**src/rtl/controller_sequencer.sv**
```systemverilog
// SAP-1 controller/sequencer: six-state one-hot ring (T1..T6), opcode decode
// into the 12-bit control word, halt latch and run/single-step advance logic.
module controller_sequencer (
   input  logic       CLK,
   input  logic       CLR_bar,
   input  logic [3:0] instr_in,
   input  logic       RUN,
   input  logic       STEP,
   output logic       Cp,
   output logic       Ep,
   output logic       Lm_bar,
   output logic       CE_bar,
   output logic       Li_bar,
   output logic       Ei_bar,
   output logic       La_bar,
   output logic       Lb_bar,
   output logic       Lo_bar,
   output logic       Ea,
   output logic       Su,
   output logic       Eu,
   output logic [5:0] t_state,
   output logic       HLT
);

   localparam logic [5:0] T1 = 6'b000001;
   localparam logic [5:0] T2 = 6'b000010;
   localparam logic [5:0] T3 = 6'b000100;
   localparam logic [5:0] T4 = 6'b001000;
   localparam logic [5:0] T5 = 6'b010000;
   localparam logic [5:0] T6 = 6'b100000;

   localparam logic [3:0] OP_LDA = 4'b0000;
   localparam logic [3:0] OP_ADD = 4'b0001;
   localparam logic [3:0] OP_SUB = 4'b0010;
   localparam logic [3:0] OP_OUT = 4'b1110;
   localparam logic [3:0] OP_HLT = 4'b1111;

   logic [5:0] t_state_reg;
   logic [5:0] t_state_next;
   logic [5:0] ring_rot;
   logic       hlt_reg;
   logic       hlt_next;
   logic       step_prev_reg;
   logic       state_legal;
   logic       adv;

   // Rotate-left of the ring: each bit takes its predecessor, T6 wraps to T1.
   genvar gi;
   generate
      for (gi = 0; gi < 6; gi++) begin : g_ring
         if (gi == 0) begin : g_wrap
            assign ring_rot[gi] = t_state_reg[5];
         end else begin : g_shift
            assign ring_rot[gi] = t_state_reg[gi-1];
         end
      end
   endgenerate

   // Exactly one bit set; anything else is an upset and falls back to T1.
   assign state_legal = (t_state_reg != 6'd0) &&
                        ((t_state_reg & (t_state_reg - 6'd1)) == 6'd0);

   // Free-run advances every cycle; single-step advances on a STEP rising edge.
   assign adv = RUN | (STEP & ~step_prev_reg);

   // Next ring state and halt latch.
   always_comb begin
      t_state_next = t_state_reg;
      if (hlt_reg) begin
         t_state_next = T5;
      end else if (!state_legal) begin
         t_state_next = T1;
      end else if (adv) begin
         t_state_next = ring_rot;
      end
      hlt_next = hlt_reg | (adv & (t_state_reg == T4) & (instr_in == OP_HLT));
   end

   // State registers with asynchronous clear; reset aborts any instruction.
   always_ff @(posedge CLK or negedge CLR_bar) begin
      if (!CLR_bar) begin
         t_state_reg   <= T1;
         hlt_reg       <= 1'b0;
         step_prev_reg <= 1'b0;
      end else begin
         t_state_reg   <= t_state_next;
         hlt_reg       <= hlt_next;
         step_prev_reg <= STEP;
      end
   end

   // Control word decode; instr_in is only consulted in T4..T6.
   always_comb begin
      Cp     = 1'b0;
      Ep     = 1'b0;
      Lm_bar = 1'b1;
      CE_bar = 1'b1;
      Li_bar = 1'b1;
      Ei_bar = 1'b1;
      La_bar = 1'b1;
      Lb_bar = 1'b1;
      Lo_bar = 1'b1;
      Ea     = 1'b0;
      Su     = 1'b0;
      Eu     = 1'b0;
      if (!hlt_reg) begin
         case (t_state_reg)
            T1: begin
               Ep     = 1'b1;
               Lm_bar = 1'b0;
            end
            T2: Cp = 1'b1;
            T3: begin
               CE_bar = 1'b0;
               Li_bar = 1'b0;
            end
            T4: begin
               case (instr_in)
                  OP_LDA, OP_ADD, OP_SUB: begin
                     Lm_bar = 1'b0;
                     Ei_bar = 1'b0;
                  end
                  OP_OUT: begin
                     Ea     = 1'b1;
                     Lo_bar = 1'b0;
                  end
                  default: ;
               endcase
            end
            T5: begin
               case (instr_in)
                  OP_LDA: begin
                     CE_bar = 1'b0;
                     La_bar = 1'b0;
                  end
                  OP_ADD, OP_SUB: begin
                     CE_bar = 1'b0;
                     Lb_bar = 1'b0;
                  end
                  default: ;
               endcase
            end
            T6: begin
               if (instr_in == OP_ADD || instr_in == OP_SUB) begin
                  La_bar = 1'b0;
                  Eu     = 1'b1;
                  Su     = (instr_in == OP_SUB);
               end
            end
            default: ;
         endcase
      end
   end

   assign t_state = t_state_reg;
   assign HLT     = hlt_reg;

endmodule

```
**config.mk**
```make
export PLATFORM = sky130hd
export DESIGN_NAME = controller_sequencer
export DESIGN_NICKNAME = d
export VERILOG_FILES = /design/src/rtl/controller_sequencer.sv
export SDC_FILE = /design/constraint.sdc
export NUM_CORES = 1
export LEC_CHECK = 0
export ABC_AREA = 1
export CELL_PAD_IN_SITES_DETAIL_PLACEMENT = 0
export CELL_PAD_IN_SITES_GLOBAL_PLACEMENT = 1
export CORE_UTILIZATION = 28
export CTS_BUF_LIST = sky130_fd_sc_hd__clkbuf_4 sky130_fd_sc_hd__clkbuf_8 sky130_fd_sc_hd__clkbuf_16
export DETAILED_ROUTE_END_ITERATION = 12
export PLACE_DENSITY_LB_ADDON = 0.1
export SLEW_MARGIN = 20
export SYNTH_ARGS = -nofsm -noshare
export SYNTH_HDL_FRONTEND = slang
export SYNTH_SLANG_ARGS = --single-unit
export TNS_END_PERCENT = 100
```
**constraint.sdc**
```tcl
create_clock -name CLK -period 1.6 [get_ports CLK]
set_input_delay 0.24 -clock CLK [delete_from_list [all_inputs] [get_ports CLK]]
set_output_delay 0.24 -clock CLK [all_outputs]
set_load 0.01 [all_outputs]
```
# == Word level (Yosys, flattened, before mapping) ==
# Cells that the tools add are included.
# totals
in_bits,8
regBits,8
wordCells,64
# classes
n_addsub,1
bitwise_logic,7
mux,35
eq_ne,11
n_reduce_logical,7
# ops
op,n
2-to-1 mux 1 bit,29
2-to-1 mux 6 bit,3
"equality test 4 bit, second input constant",2
bitwise AND 6 bit,1
"equality test 6 x 1 -> 1 bit, second input constant",1
"equality test 6 x 2 -> 1 bit, second input constant",1
"equality test 6 x 3 -> 1 bit, second input constant",1
"equality test 6 x 4 -> 1 bit, second input constant",1
"equality test 6 x 5 -> 1 bit, second input constant",1
"equality test 6 bit, second input constant",1
logical NOT 6 bit,1
one-hot mux 1 bit (2 select lines),3
nonzero test 6 bit,1
"subtractor 6 x 1 -> 6 bit, second input constant",1
"equality test 4 x 1 -> 1 bit, second input constant",1
"equality test 4 x 2 -> 1 bit, second input constant",1
logical NOT 4 bit,1
bitwise AND 1 bit,3
"!= test 3 x 2 -> 1 bit, second input constant",1
OR reduction 3 bit,1
OR 1 bit,2
OR reduction 2 bit,1
logical AND 1 bit,1
logical OR 1 bit,1
NOT 1 bit,1

# == Depth between registers and ports, before layout ==
# Gate-level depths: netlist of the first run.
# logic_depth
ltp_word,6
mapped_depth,8
ltp_nobuf,8

# == Least setup slack after synthesis of the first run ==
# No wires, ideal clock.
# synth_timing
kind,register to output
from,"register t_state_reg[0], in the netlist t_state[0]"
to,output port CE_bar
path_stages_with_launch,9
path_slack_ps,146
arrival_ps,1214
path_buffers,0
path_cell_list,dfstp_2 inv_2 nand2_1 nor2_4 nand2_2 nand2_4 nand2_4 nor2_2 o21ai_1
# synth_via
elab_chain_cells,3
# synth_lines
item,line_no,text
"start, declared",38,logic [5:0] t_state_reg;
"start signal, assigned",86,t_state_reg <= t_state_next;
equality test 6 x 5 -> 1 bit or equality test 6 x 3 -> 1 bit (tied branches),107,case (t_state_reg)
one-hot mux 1 bit (2 select lines) *,107,
2-to-1 mux 1 bit *,106,if (!hlt_reg) begin
"end, declared",12,"output logic CE_bar,"
# Every way passes the cells marked *; elsewhere a longest branch is shown, timed or not.

# == Worst setup path in the final report of the first run ==
# layout_timing
from,"register t_state_reg[5], in the netlist t_state[5]"
to,output port Li_bar
# layout_via
elab_chain_cells,3
# layout_lines
item,line_no,text
equality test 6 x 3 -> 1 bit,107,
2-to-1 mux 1 bit,107,
2-to-1 mux 1 bit,106,
"end, declared",13,"output logic Li_bar,"
# No other way between the ends.

==> results of run 1 <==
## placed cells by master (no fill, tap or decap), types with 3 or more instances in the layout
master           Yosys  final
buf_4                0     36
nand3_1              6      4
nand2_1             23     19
o21ai_1              6      4
inv_2                6      7
nand2_2              2      6
nor2_2               5      7
buf_6                0      8
nor2_4               1      5
nor2_1              11      5
inv_1                9      7
buf_2                1      9
dlygate4sd2_1        0      4
clkbuf_4             0      4
clkdlybuf4s50_1      0      8
dfrtp_1              7      5
nand4_1              3      3
## final cells by class
cell class | instances | area, um2
clock buffer | 4 | 30.0
tap | 28 | 35.0
inverter | 16 | 63.8
sequential | 8 | 204
fill | 207 | 855
timing repair buffer | 67 | 546
multi-input combinational | 69 | 458
## per-stage QoR
step	power (mW)	hold WS, ps	utilization
2_1_floorplan	0.226	-55.6	-
3_3_place_gp	0.259	534	0.512
3_5_place_dp	0.259	549	0.512
4_1_cts	0.449	264	0.553
5_1_grt	0.467	276	0.610
6_report	0.445	257	0.610
## final timing paths
path,end,slack [ps],cells after the start
setup reg to reg,t_state[3],160,10
setup / recovery,Li_bar,-170,10
min in group CLK,step_prev_reg,510,1
hold / removal,step_prev_reg,260,1
max in group asynchronous,t_state[0],1010,1
hold reg to reg,t_state[0],630,3
## power breakdown
group / leakage, nW / switching (mW) / internal [mW] / total, mW
Clock: 0.0184 / 0.0719 / 0.112 / 0.184
Sequential: 0.0934 / 0.000302 / 0.204 / 0.204
Combinational: 0.570 / 0.0288 / 0.0280 / 0.0568
## timing repair
item,in CTS,in global routing
gates cloned,0,0
setup buffers,10,9
setup endpoints to repair,14,14
resized for setup,68,20
pin swaps,15,13
## cells by family (layout without fill, tap and decap cells)
logic type | count (synthesis) | in the layout | synth area share
AND/OR/NAND/NOR | 57 | 57 | 0.456
flip-flops | 8 | 8 | 0.310
AO/OA/AOI/OAI | 12 | 12 | 0.135
buffers and inverters | 17 | 87 | 0.100
## per-layer routing
metal	vias to the layer above	GRT usage	part of all wire
met4	0	0.0571	0.0057
met3	2	0.0576	0.029
li1	445	-	-
met1	410	0.209	0.40
met5	-	0	0
met2	19	0.371	0.57
==> results.md, run 1 <==
* Average cell area after synthesis at between 6 and 7 um2
* Startpoint of the lowest-slack register-to-register path: t_state[5]
* Initial drt markers at 12
* Vertical die dimension at 50.2 um
* Series of cell instances along the critical path: buf_6 > inv_4 > nand2_1 > nand2_1 > nand2_2 > nand2_4 > nand2_4 > nor2_4 > nand2_1 > buf_2
* RSZ-0062 raised after global routing: true
* Area Growth Syn to Fin at 105%
* Category of the worst setup path launch point: register
* Actual slew at the worst max-slew pin at roughly 370 ps
* Number of instances in the synthesized netlist at 94
* Worst Path Arrival at roughly 1500 ps
* Status: finished with violations
* Post-synthesis cell area at roughly 650 um2
* WP data required at about 1400 ps
* Die Footprint at between 0.002 and 0.003 mm2
* Ratio of final minimum period to clock period at 1.10
* Number of rows created at floorplan at 17
* TritonCTS buffer count at 3
* Total setup violations reported at the end of the flow at 11
* Syn nets at ~100
* Chip width at about 50 um
* Hold bufs inserted after CTS at 0
* Largest area contributor in the synthesized netlist: dfrtp_1
* Clock tree from TritonCTS: yes
* Area of placed instances at between 0.001 and 0.0015 mm2
* Total count of hold-check failures in the final report at 0
* Worst setup slack after layout at -165 ps
* Vias in the first global route at around 840
* Ports at 27
* Path type of the worst setup path: register to output pin
* Via count at 876
* Final nets at around 170
* Vias per inst at between 4 and 5
* Routed Antenna Nets at 0
* Final routed DRC violation total at 0
* Maximum operating frequency at 0.566 GHz
* Time the final worst path needs with I/O delays and setup at ~1800 ps
* Number of flip-flops under the largest register name at 6
* Cell leakage power at 0.682 nW
* Dominant delay contributor by cell family on the critical path: simple AND/OR/NAND/NOR gates
* Top cell type's share of synthesized area at 0.269
* Count of final max-slew check failures at 0
* Largest fanout on the critical path at 3
* Clock root buffer master: clkbuf_4
* Global placer's final weighted congestion at 0.810
* Hold/Removal Path Class: input port to asynchronous set/reset pin
* Post-route cell area at 0.00134 mm2
* Maximum VDD drop at between 0.5 and 0.6 mV
* Global-route wire length before repair at ~3700 um
* Most common cell on crit path: nand2_1
* Number of maximum-capacitance constraint violations at 0
* Most frequently used cell type in the post-synthesis netlist: nand2_1
* Buf/Inv on CP at 3
* Proportion of layout cells with a drive suffix above 1 at 0.604
* Post-Route Setup TNS at -983 ps
* Highest-delay cell along the critical path: dfrtp_1
* Core region area at around 0.0022 mm2
* Maximum number of pins on one net before global-route repair at 9
* Crit. Startpoint: t_state[5]
* Synth top area cells: dfrtp_1 27%, nand2_1 13%, nor2_1 6.3%
* Failing checks: setup timing
* Number of enable-type register cells in the synthesized netlist at 0
* Clock slew at the register clock pins of the worst setup and hold paths at ~70 ps
* Top_reg_cell synth: dfrtp_1
* Routed wirelength normalized by instance count at around 12 um
* Post-synthesis register bit count at 8
* Antenna violations before repair at 0
* DR pass1 iterations at 4
* Type of destination of the critical path: output pin
* Leftover overflow at the end of global routing at 0
* Number of clock sinks at 8
* Max clock buf depth at 2
* Count of distinct cell types in the synthesized netlist at 23
* Worst clock skew on the final layout at ~18 ps
* Share of synthesized flip-flops with an asynchronous set or reset at 1.00
* Effective utilization at floorplan at 0.297
* Detailed Place HPWL at between 1500 and 2000 um
* WL final at approximately 2300 um
* Clock latency at the later pin of the worst-skew pair at ~260 ps
* Number of buffers added on ports at 26
* Seq/Total Area, Yosys at 0.310
* Biggest cell delay along the critical path at between 400 and 500 ps
* Count of non-filler cells in the finished layout at roughly 190
* Post-Place Cells at about 170
* Normalized max-slew margin at 0.750
* Yosys warning total at 0
* Number of inserted diodes at 0
* Total Routing Usage GR at 0.198
* Power per Cell Area at ~330 mW/mm2
* Most instantiated cells after synthesis: 23 x nand2_1, 11 x nor2_1, 9 x inv_1
* Max H-tree Level at 1
* Pre-CTS WS at -452 ps
(Power assumes the default switching activity.)
==> run 2: changes to the inputs <==
--- a/config.mk
+++ b/config.mk
@@ -11,7 +11,9 @@
 export CORE_UTILIZATION = 28
 export CTS_BUF_LIST = sky130_fd_sc_hd__clkbuf_4 sky130_fd_sc_hd__clkbuf_8 sky130_fd_sc_hd__clkbuf_16
 export DETAILED_ROUTE_END_ITERATION = 12
+export MAX_ROUTING_LAYER = met4
 export PLACE_DENSITY_LB_ADDON = 0.1
+export RECOVER_POWER = 100
 export SLEW_MARGIN = 20
 export SYNTH_ARGS = -nofsm -noshare
 export SYNTH_HDL_FRONTEND = slang
==> run 2 against run 1 <==
Compared with the run above: the flow still finishes with violations (setup timing); register-to-register slack improved by 30 ps; first-iteration DRC count rose by 25%; routed wire length fell by 4.6%; largest power group unchanged; highest routed layer unchanged.
==> results.md, run 2 (synthesis gave the netlist of run 1 again) <==
* Status: finished with violations
* Failing checks: setup timing
* Global placer's final weighted congestion at 0.801 (-1.1%)
* Number of rows created at floorplan at 17 (unchanged)
* Type of destination of the critical path: output pin
* Path type of the worst setup path: register to output pin
* Clock root buffer master: clkbuf_4
* Post-Route Setup TNS at -863 ps (+120 ps)
* Largest fanout on the critical path at 3 (unchanged)
* TritonCTS buffer count at 3 (unchanged)
* Post-layout total power at 0.444 mW (-0.26%)
* Number of cells on the worst reg-to-reg path at 9 (-1)
* Most frequent standard cell in the layout excluding fill and tap cells: buf_4
* Total Routing Usage GR at 0.201 (+0.00347)
* Maximum VDD drop at 0.519 mV (-6.7%)
* Area of placed instances at 0.00113 mm2 (+0.67%)
* Initial drt markers at 15 (+3)
* R2R setup slack at 190 ps (+30 ps)
* Routed wirelength normalized by instance count at 11.3 um (-4.6%)
* Antenna violations before repair at 0 (unchanged)
* Clock tree from TritonCTS: yes
* Worst Path Arrival at 1500 ps (-30 ps)
* Post-route cell area at 0.00133 mm2 (-0.66%)
* Commonest cells after routing, fill and taps aside: 38 x buf_4, 17 x nand2_1, 10 x buf_2
* Clock latency at the later pin of the worst-skew pair at 260 ps (about the same)
* Vias per inst at 4.53 (-0.80%)
* Maximum number of pins on one net before global-route repair at 9 (unchanged)
* Number of flip-flops under the largest register name at 6 (unchanged)
* Category of the worst setup path launch point: register
* Area Growth Syn to Fin at 104%
* Max clock buf depth at 2 (unchanged)
* Vias in the first global route at 853 (+1.4%)
* WL final at 2170 um (-4.6%)
* Max H-tree Level at 1 (unchanged)
* Power per Cell Area at 334 mW/mm2 (+0.40%)
* Count of final max-slew check failures at 0 (unchanged)
* Count of fill cells added during filler insertion at 209 (+0.97%)
* Final routed DRC violation total at 0 (unchanged)
* Total count of hold-check failures in the final report at 0 (unchanged)
* Switching power as a share of total power at 0.224 (-0.00326)
* Portion of total power attributed to sequential cells at 0.460 (about the same)
* Total setup violations reported at the end of the flow at 11 (unchanged)
* Chip width at 50.2 um (unchanged)
* Highest-delay cell along the critical path: dfstp_2
* End point of the critical path: CE_bar
* Ratio of final minimum period to clock period at 1.09 (-0.0162)
* DR pass1 iterations at 4 (unchanged)
* Actual slew at the worst max-slew pin at 355 ps (-18.9 ps)
* RSZ-0062 raised after global routing: true
* Leftover overflow at the end of global routing at 0 (unchanged)
* Worst setup slack after layout at -139 ps (+26.0 ps)
* Effective utilization at floorplan at 0.297 (unchanged)
* Cell internal pwr at 0.345 mW (+0.16%)
* Combinational share of power at 0.130 (+0.002)
* Startpoint of the lowest-slack register-to-register path: t_state[1]
* Normalized max-slew margin at 0.762 (+0.0126)
* Proportion of layout cells with a drive suffix above 1 at 0.616 (+0.0122)
* Core region area at 0.00219 mm2 (unchanged)
* Die Footprint at 0.00252 mm2 (unchanged)
* Detailed Place HPWL at 1600 um (+1.9%)
* Sw Pwr at 0.0992 mW (-1.7%)
* Via count at 869 (-0.80%)
* Multi-input logic area at 447 um2 (-2.5%)
* Worst-case hold slack at 321 ps (+63.8 ps)
* Vertical die dimension at 50.2 um (unchanged)
* Number of maximum-capacitance constraint violations at 0 (unchanged)
* Time the final worst path needs with I/O delays and setup at 1740 ps (-26.0 ps)
* Biggest cell delay along the critical path at 550 ps (+110 ps)
* Buf/Inv on CP at 3 (unchanged)
* Hold/Removal Path Class: input port to asynchronous set/reset pin
* Number of inserted diodes at 0 (unchanged)
* Cell leakage power at 0.662 nW (-2.8%)
* Maximum operating frequency at 0.575 GHz (+1.5%)
* Pre-CTS WS at -458 ps (-6.00 ps)
* Total area of sequential cells at 206 um2 (+1.2%)
* Clock slew at the register clock pins of the worst setup and hold paths at 60 ps (about the same)
* Number of clock sinks at 8 (unchanged)
* Routed Antenna Nets at 0 (unchanged)
* Endpoint of the most critical register-to-register path: t_state[5]
* Part of the power in the clock network at 0.410 (-0.004)
* Number of buffers added on ports at 26 (unchanged)
* Ports at 27 (unchanged)
* Final nets at 173 (unchanged)
* Series of cell instances along the critical path: inv_2 > nand2_2 > nor2_4 > nand3_2 > nor2_2 > buf_4 > o21ai_2 > buf_2
* Worst clock skew on the final layout at 10.1 ps (-7.65 ps)
* WP data required at 1360 ps (about the same)
* Global-route wire length before repair at 3640 um (-0.38%)
* Crit. Startpoint: t_state[0]
* Dominant delay contributor by cell family on the critical path: flip-flops
* Path length in cells of the critical path at 8 (-2)
[run 2: routing by layer]
metal / wire length, um / vias up / share of wire / global-route usage
met3: 88 / 2 / 0.041 / 0.0485
met4: 14 / 0 / 0.0065 / 0.0429
met1: 837 / 406 / 0.39 / 0.210
met2: 1230 / 19 / 0.57 / 0.376
li1: - / 442 / - / -
met5: 0 / - / 0 / -
[run 2: final cells by class]
cell class | instances | share of cell area
Timing Repair Buffer | 67 | 0.409
Multi-Input combinational cell | 69 | 0.336
Sequential cell | 8 | 0.156
Inverter | 16 | 0.0500
Tap cell | 28 | 0.0264
Clock buffer | 4 | 0.0226
[run 2: what timing repair did]
item,4_1_cts,5_1_grt
gates cloned,0,0
endpoints found under the setup margin,14,16
hold buffers,0,0
gates resized for setup,72,14
pin swaps,14,14
setup buffers,11,5
[run 2: worst min-delay path by stage]
stage / startpoint / end / slack [ps] / cells after the start
floorplan: CLR_bar / HLT / -60 / 0
global placement: CLR_bar / step_prev_reg / 530 / 1
detailed placement: CLR_bar / step_prev_reg / 540 / 1
CTS: CLR_bar / step_prev_reg / 260 / 1
global route: CLR_bar / step_prev_reg / 330 / 1
finish: CLR_bar / step_prev_reg / 320 / 1
[run 2: metrics by stage]
step / util / instances
6_report: 0.606 / 192
5_1_grt: 0.606 / 192
4_1_cts: 0.576 / 187
3_5_place_dp: 0.515 / 172
3_3_place_gp: 0.515 / 172
2_1_floorplan: - / 94
[run 2: worst register-to-register path: stages, from the launching register on]
cell and delay [ps]:
dfrtp_1 410, inv_2 100, nand2_2 70, nor2_4 140, nand2_2 80, nand2_4 80
nand2_4 50, buf_4 120, buf_4 140, a211oi_2 140
[run 2: power groups by stage]
stage / registers, mW / logic [mW] / clock network [mW]
final: 0.204 / 0.0577 / 0.182
after CTS: 0.204 / 0.0581 / 0.186
after detailed placement: 0.208 / 0.0516 / 0
after floorplan: 0.208 / 0.0180 / 0
after global routing: 0.204 / 0.0637 / 0.203
after global placement: 0.208 / 0.0511 / 0
==> run 3: changes to the inputs <==
--- a/config.mk
+++ b/config.mk
@@ -11,6 +11,7 @@
 export CORE_UTILIZATION = 28
 export CTS_BUF_LIST = sky130_fd_sc_hd__clkbuf_4 sky130_fd_sc_hd__clkbuf_8 sky130_fd_sc_hd__clkbuf_16
 export DETAILED_ROUTE_END_ITERATION = 12
+export HOLD_SLACK_MARGIN = 0.02
 export MAX_ROUTING_LAYER = met4
 export PLACE_DENSITY_LB_ADDON = 0.1
 export RECOVER_POWER = 100
==> constraint.sdc (replaced) <==
create_clock -name CLK -period 1.85 [get_ports CLK]
set_input_delay 0.2775 -clock CLK [delete_from_list [all_inputs] [get_ports CLK]]
set_output_delay 0.2775 -clock CLK [all_outputs]
set_load 0.01 [all_outputs]
==> run 3 against run 2 <==
Compared with the run above: the flow still finishes with violations (setup timing); cell count is 1.0% higher; worst setup slack better by 75 ps; routed wire length is 8.8% higher; total power is 13% lower; combinational power is 15% lower; critical endpoint is now La_bar; largest cell class unchanged.
==> results.md, run 3 (synthesis gave the netlist of run 1 again) <==
* Status: finished with violations
* Failing checks: setup timing
* Die Footprint at 0.00252 mm2 (unchanged)
* Hold bufs inserted after CTS at 0 (unchanged)
* Detailed Place HPWL at 1570 um (-1.6%)
* Core region area at 0.00219 mm2 (unchanged)
* Chip width at 50.2 um (unchanged)
* Maximum VDD drop at 0.287 mV (-45%)
* Commonest cells after routing, fill and taps aside: 34 x buf_4, 20 x nand2_1, 10 x clkdlybuf4s50_1, 10 x buf_6, 9 x buf_2
* Proportion of layout cells with a drive suffix above 1 at 0.602 (-0.0134)
* Post-Place Cells at 168 (-2.3%)
* Endpoint of the most critical register-to-register path: t_state[2]
* Number of inserted diodes at 0 (unchanged)
* Number of clock sinks at 8 (unchanged)
* Initial drt markers at 9 (-6)
* Max H-tree Level at 1 (unchanged)
* Type of destination of the critical path: output pin
* Path type of the worst setup path: register to output pin
* Startpoint of the lowest-slack register-to-register path: t_state[0]
* Number of rows created at floorplan at 17 (unchanged)
* DR pass1 iterations at 3 (-1)
* Total count of hold-check failures in the final report at 0 (unchanged)
* Most frequent standard cell in the layout excluding fill and tap cells: buf_4
* Leftover overflow at the end of global routing at 0 (unchanged)
* Area Growth Syn to Fin at 113%
* Time the final worst path needs with I/O delays and setup at 1910 ps
* Vias in the first global route at 901 (+5.6%)
* WP data required at 1570 ps (+210 ps)
* Clock tree from TritonCTS: yes
* Number of cells on the worst reg-to-reg path at 10 (+1)
* Largest fanout on the critical path at 3 (unchanged)
* Worst setup slack after layout at -64.7 ps (+74.7 ps)
* Effective utilization at floorplan at 0.297 (unchanged)
* Power per Cell Area at 278 mW/mm2 (-17%)
* Number of buffers added on ports at 26 (unchanged)
* Actual slew at the worst max-slew pin at 359 ps (+3.66 ps)
* Count of final max-slew check failures at 0 (unchanged)
* Worst Path Arrival at 1640 ps (+140 ps)
* Count of non-filler cells in the finished layout at 194 (+1.0%)
* Total area of sequential cells at 205 um2 (-0.61%)
* Worst-case hold slack at 364 ps (+42.8 ps)
* Number of flip-flops under the largest register name at 6 (unchanged)
* Vertical die dimension at 50.2 um (unchanged)
* Worst clock skew on the final layout at 2.55 ps (-7.53 ps)
* Hold/Removal Path Class: input port to asynchronous set/reset pin
* Ports at 27 (unchanged)
* Max clock buf depth at 2 (unchanged)
* Antenna violations before repair at 0 (unchanged)
* Global placer's final weighted congestion at 0.826 (+3.1%)
* TritonCTS buffer count at 3 (unchanged)
* Routed wirelength normalized by instance count at 12.2 um (+7.6%)
* Cell leakage power at 0.674 nW (+1.8%)
* Final core utilization at 0.633 (+0.0268)
* Normalized max-slew margin at 0.760 (-0.00245)
* Via count at 908 (+4.5%)
* Clock slew at the register clock pins of the worst setup and hold paths at 60 ps (about the same)
* Multi-input logic area at 480 um2 (+7.6%)
* Vias per inst at 4.68 (+3.4%)
* Count of fill cells added during filler insertion at 194 (-7.2%)
* RSZ-0062 raised after global routing: true
* Total Routing Usage GR at 0.203 (+0.00223)
* WL final at 2360 um (+8.8%)
* Category of the worst setup path launch point: register
* Total setup violations reported at the end of the flow at 4 (-7)
* Global-route wire length before repair at 3640 um (+0.19%)
* Post-Route Setup TNS at -178 ps (+685 ps)
* Final routed DRC violation total at 0 (unchanged)
* Ratio of final minimum period to clock period at 1.03
* R2R setup slack at 170 ps (-20 ps)
* Routed Antenna Nets at 0 (unchanged)
* Post-layout total power at 0.386 mW (-13%)
* Final nets at 175 (+1.2%)
* Maximum number of pins on one net before global-route repair at 9 (unchanged)
* Maximum operating frequency at about 0.52 GHz
* Number of maximum-capacitance constraint violations at 0 (unchanged)
* Clock root buffer master: clkbuf_4
* Clock latency at the later pin of the worst-skew pair at 260 ps (about the same)
==> run 3: final cells by class <==
class,count,area share
Sequential cell,8,0.148
Inverter,16,0.0451
Multi-Input combinational cell,69,0.347
Tap cell,28,0.0253
Timing Repair Buffer,69,0.413
Clock buffer,4,0.0217
==> run 3: per-stage QoR <==
step	worst slack, ps	area (um2)
after CTS	-215	1280
after global routing	-150	1390
final	-64.7	1390
after global placement	-277	1100
after detailed placement	-287	1100
after floorplan	358	651
==> run 3: worst max-delay path by stage <==
stage                startpoint  endpoint  slack (ps)  cells past startpoint
floorplan            t_state[0]    CE_bar         360                      8
global placement    instr_in[1]    La_bar        -280                      8
detailed placement  instr_in[3]    La_bar        -290                      9
CTS                  t_state[2]        Ep        -210                      5
global route         t_state[3]    La_bar        -150                      9
finish               t_state[3]    La_bar         -60                      9
==> run 3: power breakdown <==
part	switching [mW]	internal, mW
logic	0.0255	0.0234
clock network	0.0629	0.0974
registers	0.000352	0.176
total	0.0887	0.297
==> run 3: metal layers <==
metal | track usage | wire (um) | part of all wire | up-vias
li1 | - | - | - | 446
met1 | 0.193 | 906 | 0.38 | 429
met2 | 0.373 | 1300 | 0.55 | 25
met3 | 0.0424 | 93 | 0.039 | 8
met4 | 0.119 | 60 | 0.025 | 0
met5 | - | 0 | 0 | -
==> run 3: worst max-delay path, cell delays in order (launching register included) <==
cell	delay [ps]
dfrtp_2	420
buf_6	120
inv_4	50
nand2_4	50
nor2_4	120
buf_6	120
nand3_4	80
buf_6	130
o22ai_1	140
buf_2	150
==> run 3: timing repair <==
| item | 4_1_cts | 5_1_grt |
|---|---|---|
| gates resized for setup | 43 | 42 |
| setup buffers | 20 | 5 |
| pin swaps | 9 | 11 |
| endpoints found under the setup margin | 12 | 16 |
